## src/rtl/uart_tx_fifo.sv

```systemverilog
// UART 8N1 transmitter with a small byte FIFO; frames go out back-to-back.
// Optional UART_TX_PARITY_EN adds an even-parity bit (11-bit frame).
`timescale 1ns/1ps

module uart_tx_fifo #(
  parameter int unsigned BAUD_DIV   = 5208,
  parameter int unsigned FIFO_DEPTH = 4
) (
  input  logic       clk,
  input  logic       rst_n,
  input  logic       trmt,
  input  logic [7:0] tx_data,
  output logic       TX,
  output logic       tx_done,
  output logic       busy,
  output logic       full,
  output logic       empty
);

`ifdef UART_TX_PARITY_EN
  localparam int unsigned FRAME_W = 11;
`else
  localparam int unsigned FRAME_W = 10;
`endif
  localparam int unsigned BAUD_W = (BAUD_DIV > 1) ? $clog2(BAUD_DIV) : 1;
  localparam int unsigned PTR_W  = (FIFO_DEPTH > 1) ? $clog2(FIFO_DEPTH) : 1;
  localparam int unsigned CNT_W  = PTR_W + 1;
  localparam int unsigned BIT_W  = 4;

  typedef enum logic [0:0] {S_IDLE, S_TXS} state_t;

  state_t               r_state, w_state_nxt;
  logic [7:0]           r_mem [FIFO_DEPTH];
  logic [PTR_W-1:0]     r_wr_ptr, r_rd_ptr;
  logic [CNT_W-1:0]     r_count, w_count_nxt;
  logic                 r_full, r_empty;
  logic [FRAME_W-1:0]   r_shift, w_frame;
  logic [BAUD_W-1:0]    r_baud_cnt;
  logic [BIT_W-1:0]     r_bit_cnt;
  logic                 r_tx, r_done_p, r_tx_done, r_busy;
  logic                 w_push, w_load, w_shift, w_done;
  logic [7:0]           w_rd_data;

  assign w_push    = trmt && !r_full;
  assign w_rd_data = r_mem[r_rd_ptr];
  assign w_shift   = (r_state == S_TXS) && (r_baud_cnt == BAUD_W'(BAUD_DIV - 1));

`ifdef UART_TX_PARITY_EN
  assign w_frame = {1'b1, ^w_rd_data, w_rd_data, 1'b0};
`else
  assign w_frame = {1'b1, w_rd_data, 1'b0};
`endif

  // Next state; the last shift of a frame may reload immediately for zero gap
  always_comb begin
    w_state_nxt = r_state;
    w_load      = 1'b0;
    w_done      = 1'b0;
    case (r_state)
      S_IDLE: begin
        if (!r_empty) begin
          w_load      = 1'b1;
          w_state_nxt = S_TXS;
        end
      end
      S_TXS: begin
        if (w_shift && (r_bit_cnt == BIT_W'(FRAME_W - 1))) begin
          w_done = 1'b1;
          if (!r_empty) w_load = 1'b1;
          else          w_state_nxt = S_IDLE;
        end
      end
      default: w_state_nxt = S_IDLE;
    endcase
  end

  always_comb begin
    w_count_nxt = r_count;
    if (w_push && !w_load)      w_count_nxt = r_count + CNT_W'(1);
    else if (!w_push && w_load) w_count_nxt = r_count - CNT_W'(1);
  end

  always_ff @(posedge clk) begin
    if (w_push) r_mem[r_wr_ptr] <= tx_data;
  end

  always_ff @(posedge clk or negedge rst_n) begin
    if (!rst_n) begin
      r_wr_ptr <= '0;
      r_rd_ptr <= '0;
      r_count  <= '0;
      r_full   <= 1'b0;
      r_empty  <= 1'b1;
    end else begin
      if (w_push) r_wr_ptr <= r_wr_ptr + PTR_W'(1);
      if (w_load) r_rd_ptr <= r_rd_ptr + PTR_W'(1);
      r_count <= w_count_nxt;
      r_full  <= (w_count_nxt == CNT_W'(FIFO_DEPTH));
      r_empty <= (w_count_nxt == '0);
    end
  end

  // TX and tx_done sit one flop behind the shifter so they stay aligned
  always_ff @(posedge clk or negedge rst_n) begin
    if (!rst_n) begin
      r_state    <= S_IDLE;
      r_shift    <= '1;
      r_baud_cnt <= '0;
      r_bit_cnt  <= '0;
      r_tx       <= 1'b1;
      r_done_p   <= 1'b0;
      r_tx_done  <= 1'b0;
      r_busy     <= 1'b0;
    end else begin
      r_state <= w_state_nxt;
      r_busy  <= (w_state_nxt == S_TXS);
      if (w_load)       r_shift <= w_frame;
      else if (w_shift) r_shift <= {1'b1, r_shift[FRAME_W-1:1]};
      if (w_load || w_shift)      r_baud_cnt <= '0;
      else if (r_state == S_TXS)  r_baud_cnt <= r_baud_cnt + BAUD_W'(1);
      if (w_load)       r_bit_cnt <= '0;
      else if (w_shift) r_bit_cnt <= r_bit_cnt + BIT_W'(1);
      r_tx      <= r_shift[0];
      r_done_p  <= w_done;
      r_tx_done <= r_done_p;
    end
  end

  assign TX      = r_tx;
  assign tx_done = r_tx_done;
  assign busy    = r_busy;
  assign full    = r_full;
  assign empty   = r_empty;

endmodule
```

## config.mk

```make
export PLATFORM = sky130hd
export DESIGN_NAME = uart_tx_fifo
export DESIGN_NICKNAME = d
export VERILOG_FILES = /design/src/rtl/uart_tx_fifo.sv
export SDC_FILE = /design/constraint.sdc
export NUM_CORES = 1
export LEC_CHECK = 0
export ABC_AREA = 1
export BUFFER_PORTS_ARGS = -buffer_cell sky130_fd_sc_hd__buf_4
export CORE_MARGIN = 5
export CORE_UTILIZATION = 40
export CTS_BUF_LIST = sky130_fd_sc_hd__clkbuf_4 sky130_fd_sc_hd__clkbuf_8
export DETAILED_ROUTE_END_ITERATION = 7
export PLACE_DENSITY = 0.53
export SLEW_MARGIN = 20
export SYNTH_ARGS = -nofsm -noshare
export SYNTH_HDL_FRONTEND = slang
export SYNTH_SLANG_ARGS = --single-unit
export TNS_END_PERCENT = 100
```

## constraint.sdc

```tcl
create_clock -name clk -period 4.35 [get_ports clk]
set_input_delay 0.435 -clock clk [delete_from_list [all_inputs] [get_ports clk]]
set_output_delay 0.435 -clock clk [all_outputs]
set_load 0.02 [all_outputs]
```

==> implementation parameters, run 1 <==
Parameter                              Value

Final layout
  Fillers ... approximately 760
  Relative area change from synthesis to final layout ... 13.5%
  Core utilization of the finished layout ... 46.4%
  Final standard cell count with taps included and fillers excluded ... roughly 430
  Fraction of layout cells with a size suffix above 1 ... between 10% and 20%
  Final Cell Area ... between 0.003 and 0.004 mm^2
  Number of antenna cells inserted ... 0
  Final layout net count ... 340

Critical path
  CP Class ... reg -> reg
  R2r startpoint ... r_baud_cnt[1]
  Critical R2R Capture ... r_bit_cnt[3]
  End of the critical path ... r_bit_cnt[3]
  Worst setup slack for register-to-register paths ... ~2.4 ns
  Endpoint class of the critical path ... register
  Reg2reg path depth ... 11
  Required arrival time at the worst endpoint ... between 4 and 5 ns
  CP Max Fanout ... 26
  Worst setup path startpoint ... r_baud_cnt[1]
  Critical Path Source Type ... register
  Data arrival at the endpoint of the critical path ... about 2.2 ns

Logic synthesis
  Yosys warns ... 0
  Number of distinct standard cells referenced by the synthesized netlist ... 34
  Seq/Total Area, Yosys ... between 60 and 70%
  Synth Instances ... between 300 and 400
  Area fraction of the dominant cell type after synthesis ... 30.6%
  Synthesized area ... about 0.0031 mm^2
  Synthesized netlist net count ... ~320
  Number of synthesized register bits ... 71
  Mean instance size in the synthesized netlist ... 10.4 um^2
  Largest area contributor in the netlist ... sky130_fd_sc_hd__edfxtp_1
  Cells taking the most area after synthesis ... sky130_fd_sc_hd__edfxtp_1 (31%), sky130_fd_sc_hd__dfrtp_1 (22%), sky130_fd_sc_hd__dfstp_2 (9.2%), sky130_fd_sc_hd__nand2_1 (5.1%), sky130_fd_sc_hd__nor2_1 (5.1%)

Placement
  Port Buffers ... 15
  Placer congestion estimate ... ~0.69
  HPWL reported at the end of detailed placement ... between 3000 and 4000 um
  Minimum setup slack after placement ... between 2 and 2.5 ns
  Number of cells in the design after placement ... around 400
  Standard cell area after detailed placement ... ~0.0033 mm^2

Floorplan
  Chip Width ... 98.6 um
  Total number of placement rows ... 32
  Floorplan die area ... 0.00973 mm^2
  Total core area ... 0.00769 mm^2
  Die Span Y ... roughly 100 um
  I/O pin count ... 16
  Initial standard-cell utilization of the core ... 40.9%

STA
  Final Max Slew Viols ... 0
  Max_slew headroom ... approximately 43%
  RSZ-0062 raised after global routing ... no
  Final period utilization ... between 40% and 50%
  Number of hold violations in the final report ... 0
  Clock tree skew after final layout ... around 0.014 ns
  Tightest Pin Transition ... about 0.86 ns
  Number of failing setup endpoints in the final timing report ... 0
  Total negative slack for setup checks ... 0 ns
  Worst-case hold slack ... 0.0419 ns
  Final critical-path setup slack ... about 2.4 ns
  Post-layout minimum cycle time ... 1.98 ns
  Max Clock Freq ... between 0.5 and 0.6 GHz

Detailed routing
  Routed vias ... 2075
  Number of antenna-violating nets in the routed design ... 0
  Number of remaining DRC errors ... 0
  Post-DR wirelength/cell ... between 10 and 15 um
  Wire length reported by the detailed router ... just under 6000 um
  Number of DRC violations after detailed-routing iteration 0 ... 81
  First drt pass iteration count ... 4
  Average via count per standard cell ... a little under 5

Clock network
  Buffer cell driving the clock tree root ... sky130_fd_sc_hd__clkbuf_8
  Clock tree from TritonCTS ... done
  Number of setup buffers added after CTS ... 0
  Clock transition at the registers of the reported paths ... 0.08 ns
  Max H-tree Level ... 3
  Buffer depth of the longest clock path ... 2
  Hold bufs inserted after CTS ... 0
  Total CTS buffers ... 9
  Clock latency on the worst-skew pair ... 0.35 ns
  PostCTS Resize Cnt ... 0
  Sink count of the clock tree ... between 70 and 80

Power and ir drop
  Proportion of power drawn by combinational gates ... 16.3%
  Total net switching power ... 477 uW
  Power Internal ... about 1.2 mW
  Power consumption ... around 1.7 mW
  IR drop worst, VDD ... roughly 0.00026 V
  Leak pwr ... approximately 1.5 nW
  Seq pwr share ... 49.8%
  Fraction of power consumed by the clock network ... about a third
  Switching part of the total power ... 27.8%
  Ratio of total power to cell area ... about 480 mW/mm^2

Global route
  Global-route congestion overflow total ... 0
  Global routing usage summed across all routing layers ... between 10% and 20%
  Number of antenna violations at the first check in global routing ... 0
  First-pass GRT wire length ... 9830 um
  Via count of the first global-routing pass ... roughly 2000
  Pin count of the biggest net entering global routing ... 40

Status
  Outcome ... finished clean

Worst hold path
  Worst hold path type ... in -> async

Flow run
  Count of max-cap constraint violations ... 0
## cells by family after synthesis
logic type	Yosys count	synth area share [%]
compound gates	59	10.5
fa+ha+maj	9	3.58
buf+inv	43	5.53
simple gates	115	17.2
xor+xnor	4	1.11
flops	71	62.1
## cell usage after synthesis, drive strengths merged
| cell | instances |
|---|---|
| edfxtp | 32 |
| nor2 | 50 |
| xnor2 | 1 |
| o22ai | 10 |
| dfrtp | 28 |
| o21ai | 27 |
| a32o | 1 |
| nand2 | 50 |
| buf | 5 |
| clkbuf | 3 |
| inv | 35 |
| a21oi | 11 |
| a31oi | 8 |
| nand3 | 7 |
| o21a | 1 |
| a211oi | 1 |
| dfstp | 11 |
| ha | 9 |
| nand4 | 2 |
| nor3b | 1 |
| and3 | 1 |
| nor3 | 4 |
| xor2 | 3 |
## power by group through the flow
stage	Clock (mW)	Sequential (mW)	Combinational, mW
after floorplan	0	0.864	0.202
after global placement	0	0.867	0.284
after detailed placement	0	0.868	0.285
after CTS	0.599	0.855	0.285
after global routing	0.632	0.864	0.320
final	0.583	0.854	0.279
## layout make-up
| type | instances | area, um^2 | share of cell area [%] |
|---|---|---|---|
| clock buffer | 10 | 131 | 3.68 |
| clock inverter | 6 | 86.3 | 2.42 |
| multi-input combinational | 187 | 1020 | 28.6 |
| tap | 102 | 128 | 3.58 |
| timing repair buffer | 16 | 120 | 3.37 |
| inverter | 35 | 131 | 3.68 |
| sequential | 71 | 1950 | 54.7 |
## critical path, stage by stage, from the launching register on
cell and delay (ns):
sky130_fd_sc_hd__dfrtp_1 0.40, sky130_fd_sc_hd__ha_1 0.24, sky130_fd_sc_hd__nand3_4 0.11, sky130_fd_sc_hd__nor2_4 0.14
sky130_fd_sc_hd__nand2_1 0.09, sky130_fd_sc_hd__o21ai_2 0.07, sky130_fd_sc_hd__buf_4 0.29, sky130_fd_sc_hd__inv_2 0.13
sky130_fd_sc_hd__nor2_2 0.13, sky130_fd_sc_hd__nand3_1 0.10, sky130_fd_sc_hd__o21ai_1 0.12, sky130_fd_sc_hd__a21oi_1 0.05
## metal layers
| layer | wire [um] | share of wire [%] | vias to the layer above | GRT usage (%) |
|---|---|---|---|---|
| li1 | - | - | 1041 | - |
| met1 | 2820 | 49 | 999 | 16.5 |
| met2 | 2690 | 46 | 24 | 20.2 |
| met4 | 111 | 1.9 | 0 | 5.67 |
| met5 | 0 | 0 | - | 0 |
| met3 | 188 | 3.2 | 11 | 4.03 |
## how the worst min path moves through the flow
stage / end / slack (ns) / depth (start not counted)
CTS: r_baud_cnt[10] / 0.06 / 1
finish: r_baud_cnt[10] / 0.04 / 1
detailed placement: tx_done / 0.34 / 0
floorplan: busy / 0.14 / 0
global placement: tx_done / 0.34 / 0
global route: r_baud_cnt[11] / 0.08 / 1
## flip-flops by register name (all words and copies together), names as in the netlist
signal	flops
r_baud_cnt	13
r_count	3
r_mem	32
busy	1
r_wr_ptr	2
TX	1
tx_done	1
r_rd_ptr	2
r_shift	9
r_bit_cnt	4
r_done_p	1
empty	1
full	1
## cell usage in the layout (no fill, tap or decap), types with 3 or more instances in the layout
cell type	Yosys	layout
sky130_fd_sc_hd__xor2_1	3	3
sky130_fd_sc_hd__edfxtp_1	32	32
sky130_fd_sc_hd__a31oi_1	8	8
sky130_fd_sc_hd__nand2_2	4	4
sky130_fd_sc_hd__a21oi_1	11	11
sky130_fd_sc_hd__nor2_2	6	6
sky130_fd_sc_hd__inv_1	33	33
sky130_fd_sc_hd__o21ai_0	24	24
sky130_fd_sc_hd__nand3_1	4	4
sky130_fd_sc_hd__dfstp_2	11	11
sky130_fd_sc_hd__o22ai_1	10	10
sky130_fd_sc_hd__nand2_1	43	43
sky130_fd_sc_hd__clkbuf_8	0	9
sky130_fd_sc_hd__nand2_4	3	3
sky130_fd_sc_hd__dfrtp_1	28	28
sky130_fd_sc_hd__ha_1	9	9
sky130_fd_sc_hd__buf_4	0	16
sky130_fd_sc_hd__nor2_1	43	43
sky130_fd_sc_hd__nor3_1	3	3
(Power assumes the default switching activity.)
==> inputs of run 2 (changes only) <==
PLACE_DENSITY = 0.55   (was 0.53)
clock period = 1.6 ns   (was 4.35 ns; I/O delays follow)
==> run 2 against run 1 <==
The flow now finishes with violations (negative setup slack). Clock power rose to 2.6 times the previous value. Clock skew rose by 0.0011 ns. Fmax rose by 23%. Critical path depth fell by 3. Final cell count rose by 8.2%. Clock-buffer cell count fell by 1. Critical endpoint is now r_baud_cnt[11]. Largest power group unchanged.
==> implementation parameters, run 2 (synthesized netlist as in run 1, its figures left out) <==
Parameter                              Value

Status
  Outcome ... finished with violations
  Failing checks ... negative setup slack

Clock network
  Clock transition at the registers of the reported paths ... 0.08 ns (about the same)
  Sink count of the clock tree ... 71 (unchanged)
  Buffer cell driving the clock tree root ... sky130_fd_sc_hd__clkbuf_8
  Clock latency on the worst-skew pair ... 0.35 ns (about the same)
  Buffer depth of the longest clock path ... 2 (unchanged)
  Clock tree from TritonCTS ... done
  Total CTS buffers ... 9 (unchanged)
  Max H-tree Level ... 3 (unchanged)

STA
  Final Max Slew Viols ... 0 (unchanged)
  Final critical-path setup slack ... -0.0102 ns (-2.38 ns)
  Max_slew headroom ... 67.4% (+25 points)
  Post-layout minimum cycle time ... 1.61 ns (-0.372 ns)
  Final period utilization ... 101% (+55 points)
  Max Clock Freq ... 0.621 GHz (+23%)
  Tightest Pin Transition ... 0.488 ns (-0.367 ns)
  RSZ-0062 raised after global routing ... yes
  Number of hold violations in the final report ... 0 (unchanged)
  Clock tree skew after final layout ... 0.0153 ns (+0.00106 ns)
  Number of failing setup endpoints in the final timing report ... 1 (+1)

Detailed routing
  Average via count per standard cell ... 4.67 (-4.0%)
  Post-DR wirelength/cell ... 12.3 um (-9.6%)
  First drt pass iteration count ... 4 (unchanged)
  Number of DRC violations after detailed-routing iteration 0 ... 85 (+4.9%)
  Wire length reported by the detailed router ... 5690 um (-2.2%)
  Number of antenna-violating nets in the routed design ... 0 (unchanged)
  Routed vias ... 2156 (+3.9%)
  Number of remaining DRC errors ... 0 (unchanged)

Floorplan
  I/O pin count ... 16 (unchanged)
  Floorplan die area ... 0.00973 mm^2 (unchanged)
  Total core area ... 0.00769 mm^2 (unchanged)
  Die Span Y ... 98.6 um (unchanged)
  Initial standard-cell utilization of the core ... 40.9% (unchanged)
  Chip Width ... 98.6 um (unchanged)
  Total number of placement rows ... 32 (unchanged)

Global route
  Pin count of the biggest net entering global routing ... 40 (unchanged)
  Number of antenna violations at the first check in global routing ... 0 (unchanged)
  Global routing usage summed across all routing layers ... 12.7% (-0.15 points)
  First-pass GRT wire length ... 9740 um (-0.92%)
  Via count of the first global-routing pass ... 2066 (+1.3%)
  Global-route congestion overflow total ... 0 (unchanged)

Power and ir drop
  Ratio of total power to cell area ... 1200 mW/mm^2 (+150%)
  Leak pwr ... 1.64 nW (+10%)
  Power consumption ... 4.67 mW (+170%)
  IR drop worst, VDD ... 0.000837 V (+220%)

Final layout
  Final Cell Area ... 0.00388 mm^2 (+8.8%)
  Number of antenna cells inserted ... 0 (unchanged)
  Core utilization of the finished layout ... 50.5% (+4.1 points)
  Most frequent cells in the layout ... sky130_fd_sc_hd__buf_4 (42), sky130_fd_sc_hd__nand2_1 (41), sky130_fd_sc_hd__nor2_1 (40)
  Flip-flop count of the largest register after layout ... 32 (unchanged)
  Relative area change from synthesis to final layout ... 23.5%
  Final layout net count ... 375 (+10%)
  FF/Latch Area ... 0.00195 mm^2 (about the same)
  Fillers ... 713 (-6.3%)
  Area used by multi-input combinational logic ... 0.00106 mm^2 (+3.7%)
  Fraction of layout cells with a size suffix above 1 ... 27.5% (+7.8 points)
  Largest registers in the final layout ... r_mem: 32 flops, r_baud_cnt: 13 flops, r_shift: 9 flops
  Most frequent standard cell in the layout excluding fill and tap cells ... sky130_fd_sc_hd__buf_4
  Register with the most flip-flops ... r_mem

Placement
  HPWL reported at the end of detailed placement ... 3760 um (-1.0%)
  Port Buffers ... 15 (unchanged)
  Standard cell area after detailed placement ... 0.00351 mm^2 (+4.9%)
  Placer congestion estimate ... 0.740 (+7.4%)

Critical path
  Worst setup slack for register-to-register paths ... -0.01 ns (-2.38 ns)
  CP Class ... reg -> reg
  Data arrival at the endpoint of the critical path ... 1.90 ns (-0.31 ns)
  Critical Path Source Type ... register
  CP Max Fanout ... 3 (-88%)
  Endpoint class of the critical path ... register
  Required arrival time at the worst endpoint ... 1.89 ns (-2.69 ns)

Flow run
  Count of max-cap constraint violations ... 0 (unchanged)

Worst hold path
  Worst hold path type ... in -> reg
-- run 2: cell types whose count changed in the layout (fill, tap and decap cells not counted), sizes merged --
cell	before	now
inv	35	39
bufinv	2	1
buf	16	42
clkbuf	10	9
dlygate4sd3	0	9
clkinvlp	1	2
clkinv	3	0
-- run 2: area by class of cell --
class	count	area share, %
multi-input cells	187	27.2
repair buffers	51	10.4
inverters	35	3.38
clock buffers	9	3.19
clock inverters	7	2.19
well taps	102	3.29
flip-flops and latches	71	50.3
-- run 2: final timing paths --
path                          startpoint        endpoint  depth (start not counted)
setup / recovery           r_baud_cnt[0]  r_baud_cnt[11]                          8
hold / removal                      trmt     r_wr_ptr[0]                          5
setup reg to reg           r_baud_cnt[0]  r_baud_cnt[11]                          8
hold reg to reg                 r_done_p         tx_done                          0
max in group asynchronous          rst_n            busy                          2
min in group asynchronous          rst_n     r_rd_ptr[1]                          2
-- run 2: power by group --
group | total (mW) | leakage [nW] | internal [mW] | switching (mW)
sequential | 2.32 | 0.768 | 2.20 | 0.116
combinational | 0.854 | 0.768 | 0.343 | 0.511
clock | 1.50 | 0.100 | 0.751 | 0.745
-- run 2: what timing repair did --
| item | 4_1_cts | 5_1_grt |
|---|---|---|
| resized for setup | 1 | 12 |
| endpoints found under the setup margin | 5 | 26 |
| hold buffers | 9 | 0 |
| hold endpoints to repair | 60 | 0 |
| pin swaps | 4 | 9 |
| setup buffers | 1 | 3 |
-- run 2: worst max-delay path: stages (launching register included) --
cell,delay (ns)
sky130_fd_sc_hd__dfrtp_1,0.39
sky130_fd_sc_hd__buf_4,0.13
sky130_fd_sc_hd__nand2_1,0.07
sky130_fd_sc_hd__nor3_2,0.19
sky130_fd_sc_hd__nand2_1,0.12
sky130_fd_sc_hd__nor2_2,0.17
sky130_fd_sc_hd__nand4_1,0.17
sky130_fd_sc_hd__a21oi_2,0.18
sky130_fd_sc_hd__o21a_1,0.13
-- run 2: metal layers --
layer	global-route usage [%]	up-vias	share of wire (%)
met4	5.99	0	0.88
li1	-	1112	-
met1	15.6	1017	46
met5	0	-	0
met2	20.9	23	51
met3	3.47	4	2.5
-- run 2: per-stage QoR --
stage	TNS [ns]	hold WS (ns)	std cells	worst slack (ns)
after floorplan	-0.253	-0.136	301	-0.00789
after global placement	0	0.168	433	0.0199
after detailed placement	-0.0171	0.178	433	-0.00780
after CTS	0	0.259	459	0.000638
after global routing	-1.68	0.301	462	-0.136
final	-0.0102	0.264	462	-0.0102
